## src/rtl/bit_sampler.sv

```systemverilog
// Oversampling bit sampler for a UART-style receiver.
// Latency: the 2-flop synchroniser, then the decision is registered at
//   edge_cnt = M+1 and sample_valid pulses for the following cycle.
// Backpressure: none. It runs freely while dat_samp_en is high.
//
// Ports:
//   CLK, RST     - clock; asynchronous active-high reset
//   RX_IN        - raw serial line (asynchronous, idle high)
//   dat_samp_en  - enables counting and sampling (driven by the RX FSM)
//   prescale     - CLK cycles per bit; values below 4 are treated as 4
//   sampled_bit  - registered decision for the current bit
//   sample_valid - one-cycle pulse when sampled_bit is refreshed
//   edge_cnt     - oversample position within the current bit
//   bit_cnt      - completed bit periods since dat_samp_en rose (wraps)
//
// Optional feature: define MAJORITY_VOTE_EN for a 2-of-3 vote over the
// samples taken at M-1, M and M+1. Without it the sample at M is used alone.
module bit_sampler #(
    parameter int PRESC_W  = 6,
    parameter int BITCNT_W = 4
) (
    input  logic                CLK,
    input  logic                RST,
    input  logic                RX_IN,
    input  logic                dat_samp_en,
    input  logic [PRESC_W-1:0]  prescale,
    output logic                sampled_bit,
    output logic                sample_valid,
    output logic [PRESC_W-1:0]  edge_cnt,
    output logic [BITCNT_W-1:0] bit_cnt
);

    localparam logic [PRESC_W-1:0] P_MIN = PRESC_W'(4);
    localparam logic [PRESC_W-1:0] ONE   = PRESC_W'(1);

    // Synchroniser. Both flops reset to the idle line level.
    logic rx_meta;
    logic rx_s;

    always_ff @(posedge CLK or posedge RST) begin
        if (RST) begin
            rx_meta <= 1'b1;
            rx_s    <= 1'b1;
        end else begin
            rx_meta <= RX_IN;
            rx_s    <= rx_meta;
        end
    end

    // Effective prescale and sample positions. They are derived combinationally
    // from prescale, so a prescale change takes effect in the same cycle.
    logic [PRESC_W-1:0] p_eff;
    logic [PRESC_W-1:0] mid;
    logic [PRESC_W-1:0] last_pos;
    logic               wrap;
    logic               at_pre;   // edge_cnt == M-1
    logic               at_mid;   // edge_cnt == M
    logic               at_post;  // edge_cnt == M+1, decision cycle

    always_comb begin
        p_eff    = (prescale < P_MIN) ? P_MIN : prescale;
        mid      = p_eff >> 1;
        last_pos = p_eff - ONE;
        // ">=" rather than "==": if prescale shrinks below the current
        // position, the bit ends at once instead of running to the next wrap.
        wrap     = (edge_cnt >= last_pos);
        at_pre   = dat_samp_en && (edge_cnt == (mid - ONE));
        at_mid   = dat_samp_en && (edge_cnt == mid);
        at_post  = dat_samp_en && (edge_cnt == (mid + ONE));
    end

    // Edge and bit counters
    always_ff @(posedge CLK or posedge RST) begin
        if (RST) begin
            edge_cnt <= '0;
            bit_cnt  <= '0;
        end else if (!dat_samp_en) begin
            edge_cnt <= '0;
            bit_cnt  <= '0;
        end else if (wrap) begin
            edge_cnt <= '0;
            bit_cnt  <= bit_cnt + BITCNT_W'(1);
        end else begin
            edge_cnt <= edge_cnt + ONE;
        end
    end

    // Sample capture and decision
    logic decision;

`ifdef MAJORITY_VOTE_EN
    logic s0;
    logic s1;

    always_ff @(posedge CLK or posedge RST) begin
        if (RST) begin
            s0 <= 1'b1;
            s1 <= 1'b1;
        end else begin
            if (at_pre) s0 <= rx_s;
            if (at_mid) s1 <= rx_s;
        end
    end

    // The third sample is the live rx_s in the decision cycle. It is voted
    // directly, so no third register is needed.
    always_comb begin
        decision = (s0 & s1) | (s0 & rx_s) | (s1 & rx_s);
    end
`else
    logic s1;

    always_ff @(posedge CLK or posedge RST) begin
        if (RST) begin
            s1 <= 1'b1;
        end else if (at_mid) begin
            s1 <= rx_s;
        end
    end

    // The decision still lands at M+1, so sample_valid timing is the same
    // with or without the vote.
    always_comb begin
        decision = s1;
    end
`endif

    // Output registers. sampled_bit holds its value between decisions.
    always_ff @(posedge CLK or posedge RST) begin
        if (RST) begin
            sampled_bit  <= 1'b1;
            sample_valid <= 1'b0;
        end else begin
            sample_valid <= at_post;
            if (at_post) sampled_bit <= decision;
        end
    end

endmodule

```

## config.mk

```make
export PLATFORM = sky130hd
export DESIGN_NAME = bit_sampler
export DESIGN_NICKNAME = d
export VERILOG_FILES = /design/src/rtl/bit_sampler.sv
export SDC_FILE = /design/constraint.sdc
export NUM_CORES = 1
export LEC_CHECK = 0
export ABC_CLOCK_PERIOD_IN_PS = 2070
export CORE_MARGIN = 3
export CORE_UTILIZATION = 43
export CTS_BUF_LIST = sky130_fd_sc_hd__clkbuf_16
export DETAILED_ROUTE_END_ITERATION = 16
export DONT_BUFFER_PORTS = 1
export PLACE_DENSITY = 0.6
export SYNTH_ARGS = -nofsm -noshare
export SYNTH_HDL_FRONTEND = slang
export SYNTH_SLANG_ARGS = --single-unit
```

## constraint.sdc

```tcl
create_clock -name CLK -period 2.07 [get_ports CLK]
set_input_delay 0.207 -clock CLK [delete_from_list [all_inputs] [get_ports CLK]]
set_output_delay 0.207 -clock CLK [all_outputs]
set_load 0.05 [all_outputs]
```

==> results.md, run 1 <==
- The pin count of the biggest net entering global routing is 16.
- Summing the sequential cell areas from Yosys gives 35.1% of the chip area.
- The headroom to the max-slew limit is 62.0%.
- The first routing iteration left 24 violations.
- The H-tree depth is 1.
- Across the run, the number of max-cap violations was 0.
- The number of antenna violations at the first check in global routing was 0.
- The fraction of final layout cells with drive strength greater than 1 is 29.0%.
- Dividing the final minimum period by the clock period gives 99.0%.
- The arrival time of the worst setup path is 2.22 ns.
- Detailed placement finished with a half-perimeter wire length of 1.75 mm.
- The first global-routing pass estimated 3.82 mm of wire.
- Measured on the finished design, the core utilization comes to 58.3%.
- Registers take 380 um^2.
- The length of routed wiring on met1 is 967 um.
- After detailed routing, the met2 layer carries 1.14 mm of wire.
- The commonest cells after synthesis are 11 x sky130_fd_sc_hd__dfrtp_1, 11 x sky130_fd_sc_hd__nor2_1, 9 x sky130_fd_sc_hd__ha_1, 9 x sky130_fd_sc_hd__xor2_1, 8 x sky130_fd_sc_hd__nand2_1.
- The height of the chip is 56.2 um.
- STA puts the critical path data required time at 2.24 ns.
- The nature of the critical path endpoint is a register.
- The fraction of post-synthesis cell area in the top cell type by area is 25.4%.
- For this run, the slowest stage of the critical path takes 0.36 ns.
- The core area is 2300 um^2.
- The run finished with clean final reports.
- The clock root buffer master is sky130_fd_sc_hd__clkbuf_16.
- The number of detailed-routing iterations run before antenna repair is 4.
- The clock-pin slew on the worst setup and hold paths is 0.05 ns.
- Dividing the detail-routed via count by the number of cells gives 5.42.
- Across every metal layer, demand over resource in global routing totals 15.7%.
- The net count of the finished layout is 144.
- The number of hold violations in the final report was 0.
- Setup violations remaining at the end of the flow were counted as 0.
- The area used by multi-input combinational logic is 701 um^2.
- The count of flip-flops with a built-in enable after synthesis is 0.
- The minimum clock period after layout is 2.05 ns.
- The repair_antennas step left the layout with diodes totalling 0.
- The area of the die is 3160 um^2.
- Among all stages on the critical path, the largest delay is contributed by sky130_fd_sc_hd__o41ai_4.
- The cell area that synthesis handed to floorplanning was 1080 um^2.
- The filler cells instantiated in the layout total 205.
- When the netlist entered floorplanning its net count stood at 129.
- The number of placement rows is 17.
- The top layer reached by signal wires is met4.
- TritonCTS built the clock tree.
- The routed wirelength normalized by instance count is 15.1 um.
- The met3 wire length is 120 um.
- The average cell area after synthesis is 9.86 um^2.
- By startpoint and endpoint, the worst setup path is classified as in -> reg.
- The cell count after synthesis came out at 110.
- Wires add up to 2.30 mm.
- For this run, design rule violations remaining after detail routing come to 0.
- Walking the worst path, the cells encountered are o41ai_4 -> ha_2 -> nand2_2 -> xor2_1 -> ha_1 -> a21o_1 -> a21oi_2 -> o221ai_4 -> or2_4 -> nor2_2.
- From left edge to right edge, the die measures 56.2 um.
- The growth of design area from synthesis to finish is 23.4%.
- The clock passes through at most 2 buffers.
- After synthesis, the cell types taking the most area are sky130_fd_sc_hd__dfrtp_1 25%, sky130_fd_sc_hd__ha_1 10%, sky130_fd_sc_hd__dfstp_2 9.7%, sky130_fd_sc_hd__xor2_1 7.3%, sky130_fd_sc_hd__xnor2_1 5.7%.
- The transition time of the tightest slew-check pin is 0.569 ns.
- The maximum ir drop on the vdd rail is 0.381 mV.
- The maximum clock skew at final layout is 0.00268 ns.
- Counting the buffers created by CTS gives 3.
- The congestion estimate from routability-driven global placement came to 0.796.
- The number of warnings printed during yosys synthesis is 0.
- The via count of the first global-routing pass is 841.
- In this design, the largest share of critical-path delay is due to compound AO/OA/AOI/OAI gates.
- During placement, the flow inserted port buffers numbering 0.
- The post-synthesis cell type count is 33.
- The design draws 0.000931 W.
- The number of pins exceeding their max-slew limit in the final report is 0.
- Of all flip-flops after synthesis, the portion carrying an async set or reset was 100%.
- The I/O pin count is 22.
- Clock latency on the worst-skew pair, taken at its later pin, is 0.24 ns.
- The worst setup path is launched from an input port.
- Setup repair after global routing could not meet its margin everywhere.
- The via total after detailed routing is 824.
- Synthesis inferred 15 register bits.
- Based on the critical path, the design can be clocked at up to 0.488 GHz.
- The analysis attributes to cell leakage a power of 0.637 nW.
- The biggest area contributor in the post-synthesis netlist is sky130_fd_sc_hd__dfrtp_1.
- The critical path contains buffers and inverters numbering 0 combined.
- The largest fanout on the critical path is 6.
- The type of the most critical hold path is in -> reg.
- The initial standard-cell utilization of the core is 47.2%.
- Among all flip-flop cells after synthesis, the most frequent one is sky130_fd_sc_hd__dfrtp_1.
- The count of nets left with antenna violations once routing finished came out at 0.
- Dividing total power by cell area gives a power density of 696 nW/um^2.
- The TritonCTS sink count is 15.
- For this run the aggregate overflow at the end of global routing stands at 0.
## metrics by stage
stage               TNS [ns]  cells  hold WS (ns)  area [um^2]  worst slack, ns
floorplan              -2.22    110         0.106         1140           -0.288
global placement       -1.38    145         0.167         1210           -0.189
detailed placement     -1.90    145         0.186         1210           -0.240
CTS                        0    151        0.0962         1310           0.0143
global route          -0.641    152         0.120         1340           -0.103
finish                     0    152        0.0988         1340           0.0217
## layout by cell type (no fill, tap or decap), types with 3 or more instances in the layout
| master | netlist | routed |
|---|---|---|
| sky130_fd_sc_hd__dfrtp_1 | 11 | 11 |
| sky130_fd_sc_hd__nand2_1 | 8 | 7 |
| sky130_fd_sc_hd__nor2_2 | 0 | 3 |
| sky130_fd_sc_hd__clkbuf_16 | 0 | 3 |
| sky130_fd_sc_hd__dfstp_2 | 4 | 4 |
| sky130_fd_sc_hd__nand3_1 | 5 | 5 |
| sky130_fd_sc_hd__xnor2_1 | 7 | 7 |
| sky130_fd_sc_hd__nor2_1 | 11 | 8 |
| sky130_fd_sc_hd__buf_4 | 0 | 13 |
| sky130_fd_sc_hd__nor3_1 | 3 | 3 |
| sky130_fd_sc_hd__ha_1 | 9 | 8 |
| sky130_fd_sc_hd__xor2_1 | 9 | 9 |
| sky130_fd_sc_hd__inv_1 | 7 | 8 |
| sky130_fd_sc_hd__nand4_1 | 3 | 3 |
| sky130_fd_sc_hd__mux2i_1 | 4 | 4 |
| sky130_fd_sc_hd__nand2b_1 | 4 | 3 |
## area by class of cell
type / instances / share of cell area (%)
Timing Repair Buffer: 15 / 8.79
Multi-Input combinational cell: 83 / 52.3
Clock buffer: 3 / 5.61
Sequential cell: 15 / 28.4
Clock inverter: 1 / 0.280
Tap cell: 28 / 2.62
Inverter: 7 / 1.96
## path summary, 6_finish.rpt
kind / from / to / slack, ns / cells past startpoint
setup reg to reg: edge_cnt[0] / edge_cnt[3] / 0.30 / 7
setup / recovery: prescale[4] / edge_cnt[3] / 0.02 / 10
hold / removal: dat_samp_en / bit_cnt[2] / 0.1 / 2
min in group asynchronous: RST / bit_cnt[0] / 0.46 / 2
max in group asynchronous: RST / sampled_bit / 1.23 / 2
hold reg to reg: rx_meta / rx_s / 0.35 / 0
## sequential cells by signal (all words and copies together), names as in the netlist
name / cells
edge_cnt: 6
bit_cnt: 4
decision: 1
rx_meta: 1
rx_s: 1
sample_valid: 1
sampled_bit: 1
## where the power goes
group          total [W]  switching, W  internal [W]
Combinational   0.000204      0.000116     0.0000881
Sequential      0.000362     0.0000329      0.000329
Clock           0.000366      0.000110      0.000255
Total           0.000931      0.000259      0.000672
## per-layer routing
layer,track usage (%),vias to the layer above
li1,-,407
met1,18.3,387
met2,26.2,23
met3,3.71,7
met4,8.47,0
met5,0,-
## kinds of logic after synthesis
group,synth area share [%]
xor+xnor,12.9
buf+inv,5.77
mux,7.15
simple gates,21.5
flops,35.1
fa+ha+maj,10.4
compound gates,7.27
## repair_timing
| item | in CTS | in global routing |
|---|---|---|
| buffers inserted | 0 | 1 |
| gates resized for setup | 0 | 4 |
| endpoints found under the hold margin | 12 | 0 |
| hold buffers | 2 | 0 |
| setup endpoints to repair | 0 | 10 |
Power figures use the tool's default switching activity.
==> run 2, diff against run 1 <==
--- a/config.mk
+++ b/config.mk
@@ -7,11 +7,12 @@
 export LEC_CHECK = 0
 export ABC_CLOCK_PERIOD_IN_PS = 2070
 export CORE_MARGIN = 3
-export CORE_UTILIZATION = 43
+export CORE_UTILIZATION = 61
 export CTS_BUF_LIST = sky130_fd_sc_hd__clkbuf_16
 export DETAILED_ROUTE_END_ITERATION = 16
 export DONT_BUFFER_PORTS = 1
-export PLACE_DENSITY = 0.6
+export MAX_ROUTING_LAYER = met4
+export PLACE_DENSITY = 0.79
 export SYNTH_ARGS = -nofsm -noshare
 export SYNTH_HDL_FRONTEND = slang
 export SYNTH_SLANG_ARGS = --single-unit
==> run 2 against run 1 <==
  * Highest routed layer unchanged
  * Largest power group unchanged
  * Fmax up 0.37%
  * Critical path type unchanged
  * Clock power about the same
  * Sequential share of layout area up 0.19 points
  * Clock-buffer cell count unchanged
==> results.md, run 2 (same netlist as run 1, synthesis figures left out) <==
- The run finished with clean final reports.
- The endpoint identified for the worst register-to-register timing path is edge_cnt[5].
- The worst-case setup slack after placement is -0.215 ns.
- The repair_antennas step left the layout with diodes totalling 0.
- The H-tree depth is 1.
- The internal power is 0.000673 W.
- The final worst setup slack is 0.0292 ns.
- The global-route total usage across every layer is 24.5%.
- The end point of the critical path is edge_cnt[5].
- The via count of the first global-routing pass came to 852.
- The required time at the worst-slack endpoint is 2.24 ns.
- The fraction of final layout cells with drive strength greater than 1 is 29.0%.
- In the layout the commonest cells are 13 x sky130_fd_sc_hd__buf_4, 11 x sky130_fd_sc_hd__dfrtp_1, 9 x sky130_fd_sc_hd__nor2_1, 9 x sky130_fd_sc_hd__xor2_1, 8 x sky130_fd_sc_hd__ha_1.
- The total overflow left after global routing is 0.
- The worst setup path is launched from an input port.
- The met3 wire length is 123 um.
- The number of antenna violations at the first check in global routing is 0.
- From synthesis to final layout, the design area changed by 22.6%.
- After routing, the total negative slack on setup checks comes to 0 ns.
- The switching part of the total is 27.8%.
- The clock-pin slew on the worst setup and hold paths is 0.05 ns.
- The buffer levels on the longest clock path is 2.
- The first element of the critical path is prescale[3].
- The type of the worst setup path is in -> reg.
- For flop-to-flop paths, the worst setup slack is 0.25 ns.
- The core region is 1590 um^2.
- The width of the die is 48.2 um.
- For the worst-skew pair, the clock arrives at the later sink with an insertion delay of 0.24 ns.
- The flip-flop count of the largest register after layout is 6.
- The die covers 2320 um^2.
- STA classifies the critical path endpoint as a register.
- The depth of the worst register-to-register path is 6.
- The final instance count without filler cells is 148.
- The total DRC errors in the routed layout is 0.
- At the pin with the least slew margin, the transition time is 0.549 ns.
- Across all layers, the routed design uses 847 vias.
- The detailed placement HPWL is 1.69 mm.
- 22 I/O pins were placed.
- CTS saw 15 sinks.
- Measured against its own limit, the worst slew margin works out to 63.3%.
- The number of pins exceeding their max-slew limit in the final report was 0.
- The global placement routability congestion is 0.803.
- Dividing the final minimum period by the clock period gives 98.6%.
- The number of hold violations in the final report is 0.
- In this run the worst path has a maximum fanout of 10.
- After detailed routing, the average wire length per cell comes to 16.0 um.
- The arrival time of the worst setup path is 2.21 ns.
- The number of buffers added by the clock tree synthesis step is 3.
- Setup violations remaining at the end of the flow were counted as 0.
- The tightest hold path in the finished design has a slack of 0.123 ns.
- In this run the worst hold path is classified as in -> reg.
- The number of DRC markers after the initial detailed-route iteration is 10.
- The library cell used most frequently in the layout, excluding fill and tap cells, is sky130_fd_sc_hd__buf_4.
- Across the routed clock network, the largest skew measured is 0.00179 ns.
- The largest registers in the layout are edge_cnt x6, bit_cnt x4.
- The proportion of power drawn by flip-flops and latches is 38.6%.
- The final instance area is 1330 um^2.
- The floorplan has 14 rows.
- After detailed routing, the number of vias per cell comes to 5.72.
- Port buffering added 0 buffers.
- The clock tree from TritonCTS is done.
- Once the clock tree was built, the setup fixing pass inserted 0 buffers.
- The net count reported at finish is 144.
- For the finished layout, the period the worst path requires is 2.04 ns.
- Counting tap cells, the placed design contains a total of 142 instances.
- For this block, wires on met1 add up to 994 um.
- The number of fill cells is 88.
- The highest metal layer carrying signal wires in the routed design is met4.
- The initial standard-cell utilization of the core is 68.1%.
- The portion of total power attributed to combinational logic is 21.8%.
- The maximum ir drop on the vdd rail is 0.682 mV.
- Clock tree synthesis selected as its root buffer the cell sky130_fd_sc_hd__clkbuf_16.
- The total cell area at the placement stage is 1210 um^2.
- The launching point of the worst reg2reg path is edge_cnt[3].
- The routed design uses 1.21 mm of met2 wire.
- In this run the power density over the cells is 701 nW/um^2.
- Max-cap violations in this run came to 0.
- The clock network fraction of total power is 39.6%.
- The first global-routing pass estimated 3.69 mm of wire.
- Once detail routing completed, the nets flagged for antenna violations numbered 0.
- The largest register by flop count is edge_cnt.
- Measured along the y axis, the die boundary spans 48.2 um.
- Setup repair after global routing could not meet its margin everywhere.
- The first detailed-routing pass ran for 4 iterations.
- The power dissipated by switching net loads is 0.000259 W.
- The highest clock rate is 0.490 GHz.
- After detailed routing, the total wire length is 2.36 mm.
- The leakage power is 0.635 nW.
- The pin count of the biggest net entering global routing is 16.
-- run 2: cell count changes in the layout (fill, tap and decap cells not counted) --
cell and delta:
sky130_fd_sc_hd__clkinv_2 +1, sky130_fd_sc_hd__inv_1 -1, sky130_fd_sc_hd__nand2b_1 +1, sky130_fd_sc_hd__nand2b_4 -1, sky130_fd_sc_hd__nor2_1 +1, sky130_fd_sc_hd__nor2_2 -1, sky130_fd_sc_hd__nor3_1 -1, sky130_fd_sc_hd__nor3_2 +1
-- run 2: cell type report --
type                    instances  area (um^2)  share of cell area (%)
multi-input cells              83          696                    52.3
flip-flops and latches         15          380                    28.6
repair buffers                 15          118                    8.84
clock buffers                   3         75.1                    5.64
well taps                      24         30.0                    2.26
inverters                       7         26.3                    1.98
clock inverters                 1         5.00                   0.376
-- run 2: metrics by stage --
stage	util [%]	power, W
CTS	83.0	0.000940
global route	83.4	0.000970
global placement	76.0	0.000551
floorplan	-	0.000525
finish	83.4	0.000932
detailed placement	76.0	0.000559
-- run 2: repair_timing --
item / 4_1_cts / 5_1_grt
cloned: 0 / 0
resized for setup: 1 / 2
pin swaps: 0 / 5
endpoints found under the setup margin: 1 / 9
hold buffers: 2 / 0
endpoints found under the hold margin: 12 / 0
-- run 2: how the worst min path moves through the flow --
stage	from	end	slack, ns	cells after the start
finish	dat_samp_en	bit_cnt[2]	0.12	2
global route	dat_samp_en	bit_cnt[3]	0.15	2
CTS	dat_samp_en	bit_cnt[3]	0.12	2
detailed placement	RST	bit_cnt[3]	0.17	1
global placement	RST	edge_cnt[5]	0.16	1
floorplan	RST	bit_cnt[0]	0.11	1
-- run 2: power groups by stage --
stage | sequential (W) | clock, W | combinational [W]
2_1_floorplan | 0.000397 | 0 | 0.000128
5_1_grt | 0.000363 | 0.000387 | 0.000220
4_1_cts | 0.000360 | 0.000377 | 0.000202
3_3_place_gp | 0.000363 | 0 | 0.000188
6_report | 0.000360 | 0.000369 | 0.000203
3_5_place_dp | 0.000365 | 0 | 0.000194
-- run 2: routing by layer --
layer / GRT usage, % / vias up
met1: 27.1 / 405
li1: - / 411
met3: 3.32 / 4
met5: - / -
met4: 11.8 / 0
met2: 42.7 / 27
-- run 2: worst max-delay path: stages --
cell	delay, ns
sky130_fd_sc_hd__nor4_4	0.32
sky130_fd_sc_hd__nand2b_1	0.23
sky130_fd_sc_hd__nand2_2	0.10
sky130_fd_sc_hd__xor2_1	0.15
sky130_fd_sc_hd__ha_1	0.29
sky130_fd_sc_hd__a21o_1	0.17
sky130_fd_sc_hd__a21oi_2	0.17
sky130_fd_sc_hd__o221ai_4	0.17
sky130_fd_sc_hd__or2_4	0.30
sky130_fd_sc_hd__nor2_1	0.12
==> run 3, diff against run 2 <==
--- a/config.mk
+++ b/config.mk
@@ -6,8 +6,10 @@
 export NUM_CORES = 1
 export LEC_CHECK = 0
 export ABC_CLOCK_PERIOD_IN_PS = 2070
+export CELL_PAD_IN_SITES_DETAIL_PLACEMENT = 2
+export CELL_PAD_IN_SITES_GLOBAL_PLACEMENT = 2
 export CORE_MARGIN = 3
-export CORE_UTILIZATION = 61
+export CORE_UTILIZATION = 38
 export CTS_BUF_LIST = sky130_fd_sc_hd__clkbuf_16
 export DETAILED_ROUTE_END_ITERATION = 16
 export DONT_BUFFER_PORTS = 1
==> run 3 against run 2 <==
  * The run now ends with negative setup slack left
  * Worst setup slack got worse by 0.077 ns
  * Clock-buffer cell count unchanged
  * Worst hold slack got worse by 0.019 ns
  * Non-clock buffer count increased by 3
  * Utilization decreased by 29 points
  * Wire length increased by 47%
  * Critical path type unchanged
  * Critical endpoint unchanged
  * Largest cell class unchanged
==> results.md, run 3 (same netlist as run 1, synthesis figures left out) <==
- The count of buffers added on input and output ports is 0.
- Summed over all layers, the global routing overflow is 0.
- The checks that failed: negative setup slack.
- The clock tree from TritonCTS is done.
- The type of element launching the critical path is an input port.
- The power dissipated by switching net loads is 0.000294 W.
- The first-pass GRT wire length is 5.36 mm.
- Dividing total power by cell area gives a power density of 693 nW/um^2.
- For the worst-skew pair, the clock arrives at the later sink with an insertion delay of 0.24 ns.
- The number of detailed-routing iterations run before antenna repair is 3.
- The maximum ir drop on the vdd rail is 0.561 mV.
- The largest register by flop count is edge_cnt.
- The placed instances occupy a cell area of 1210 um^2.
- The portion of total power attributed to combinational logic is 23.9%.
- The longest clock path from root to sink contains 2 buffers.
- The clock-pin slew on the worst setup and hold paths is 0.05 ns.
- The detail route stage leaves a number of antenna-violating nets equal to 0.
- The number of clock buffers added by TritonCTS is 3.
- The clock network fraction of total power is 37.9%.
- By startpoint and endpoint, the worst setup path is classified as in -> reg.
- The global placement routability congestion is 0.836.
- At the placement stage, the worst setup path has a slack of -0.300 ns.
- Summed over all nets, the half-perimeter wirelength after detailed placement is 2.30 mm.
- The initial standard-cell utilization of the core is 41.9%.
- In this run the static leakage power is 0.660 nW.
- The share of the cycle needed by the critical path after routing is 102%.
- The via count of the first global-routing pass came to 998.
- The area of the die is 3530 um^2.
- The number of placement rows is 18.
- Setup violations remaining at the end of the flow were counted as 10.
- On the worst path, the slowest cell contributes a delay of 0.34 ns.
- Leaving out fill and tap cells, the most frequent cell in the layout is sky130_fd_sc_hd__buf_4.
- The max-capacitance violation count is 0.
- For the worst setup path, the data required time is 2.24 ns.
- The count of inserted antenna diode cells is 0.
- The highest clock rate is 0.472 GHz.
- The fraction of final layout cells with drive strength greater than 1 is 37.0%.
- Walking the worst path, the cells encountered are nor4_4 -> nor2_2 -> ha_2 -> nand2_4 -> xor2_1 -> ha_1 -> a21o_1 -> a21oi_2 -> o221ai_4 -> or2_4 -> nor2_2.
- The finished cells cover 1420 um^2.
- The routed wirelength normalized by instance count is 22.2 um.
- The setup slack of the worst register-to-register path is 0.16 ns.
- The clock root buffer master is sky130_fd_sc_hd__clkbuf_16.
- The library cells used most frequently in the layout, excluding fill and tap cells, are 15 x sky130_fd_sc_hd__buf_4, 11 x sky130_fd_sc_hd__dfrtp_1, 9 x sky130_fd_sc_hd__xor2_1.
- The type of the most critical hold path is in -> reg.
- For the worst setup path, the data arrival time is 2.29 ns.
- The number of fill cells is 261.
- The area growth from synthesis to layout is 30.5%.
- The final worst setup slack is -0.0478 ns.
- For this run, the total global-route usage over all layers was measured as 21.7%.
- In this run the tightest slew margin relative to its limit is 57.7%.
- The I/O pin count is 22.
- The nature of the critical path endpoint is a register.
- The proportion of power drawn by flip-flops and latches is 38.2%.
- Internal power comes to 0.000686 W.
- The number of DRC markers after the initial detailed-route iteration is 37.
- The core area is 2590 um^2.
- After detailed routing, the number of remaining DRC violations is 0.
- The via total after detailed routing is 911.
- In the final layout, the registers with the most flip-flops are edge_cnt x6, bit_cnt x4.
- The number of antenna violations at the first check in global routing is 0.
- The tree built by TritonCTS fans out to 15 sinks.
- In this run the number of H-tree levels came out at 1.
- The run finished, with violations left.
- The width of the die is 59.4 um.
- Using the TritonRoute via totals, the vias-per-cell ratio works out to 5.80.
- In this run the vertical extent of the chip is 59.4 um.
- For this block, the routed nets add up to 3.48 mm of wire.
- In this run switching power makes up 30.0% of total power.
- The largest individual stage delay along the critical path comes from the cell sky130_fd_sc_hd__nor4_4.
- The number of hold violations in the final report is 0.
- The smallest clock period supported by the final layout is computed as 2.12 ns.
- The final instance count without filler cells is 157.
- Setup repair after global routing could not meet its margin everywhere.
- The number of pins exceeding their max-slew limit in the final report was 0.
- The tightest hold path in the finished design has a slack of 0.104 ns.
- The net count reported at finish is 147.
- In this run the worst path has a maximum fanout of 10.
- By instance count, the cell type seen most on the critical path is sky130_fd_sc_hd__nor2_2.
- The cell count after placement is 147.
- The flip-flop count of the largest register after layout is 6.
- Across the routed clock network, the largest skew measured is 0.00480 ns.
- The end-of-flow core utilization is 54.6%.
- Entering global routing, the biggest net connects 16 pins.
- For the pin with the worst max-slew slack, the measured transition is 0.635 ns.
-- run 3: changes by cell type in the layout (fill, tap and decap cells not counted), sizes merged --
cell  previous run  this run
buf             13        16
-- run 3: path summary, 6_finish.rpt --
check / startpoint / to / cells after the start
min: dat_samp_en / bit_cnt[2] / 2
min in group asynchronous: RST / edge_cnt[1] / 2
max: prescale[3] / edge_cnt[5] / 11
min reg2reg: rx_meta / rx_s / 0
max in group asynchronous: RST / decision / 2
max reg2reg: edge_cnt[0] / edge_cnt[5] / 7
-- run 3: repair_timing --
action | in CTS | in global routing
hold endpoints to repair | 12 | 0
pin swaps | 10 | 10
hold buffers | 2 | 0
setup buffers | 2 | 2
setup endpoints to repair | 8 | 10
cloned | 0 | 0
gates resized for setup | 4 | 12
-- run 3: layer usage --
layer  GRT usage (%)  routed length (um)  vias up
li1                -                   -      409
met1            24.4                1380      479
met2            39.9                1950       17
met3            2.18                  96        6
met4            6.15                  53        0
met5               -                   0        -
-- run 3: final cells by class --
class / instances / area [um^2] / share of cell area [%]
clock buffers: 3 / 75.1 / 5.31
clock inverters: 1 / 5.00 / 0.354
inverters: 7 / 26.3 / 1.86
multi-input cells: 83 / 747 / 52.8
flip-flops and latches: 15 / 380 / 26.9
well taps: 30 / 37.5 / 2.65
repair buffers: 18 / 144 / 10.2
-- run 3: critical path, delay by kind of cell --
family / cells / cell delay (ns)
simple gates: 5 / 0.94
compound gates: 3 / 0.53
xor+xnor: 1 / 0.15
fa+ha+maj: 2 / 0.47
-- run 3: per-stage QoR --
stage          total power [W]  TNS, ns
3_5_place_dp          0.000568    -2.43
6_report              0.000981   -0.340
2_1_floorplan         0.000525    -2.22
3_3_place_gp          0.000554    -1.27
5_1_grt                0.00102    -1.50
4_1_cts               0.000965   -0.123
-- run 3: power by group through the flow --
| stage | Clock (W) | Sequential [W] | Combinational (W) |
|---|---|---|---|
| CTS | 0.000378 | 0.000373 | 0.000214 |
| global route | 0.000389 | 0.000378 | 0.000255 |
| global placement | 0 | 0.000372 | 0.000182 |
| floorplan | 0 | 0.000397 | 0.000128 |
| detailed placement | 0 | 0.000375 | 0.000193 |
| finish | 0.000372 | 0.000374 | 0.000234 |
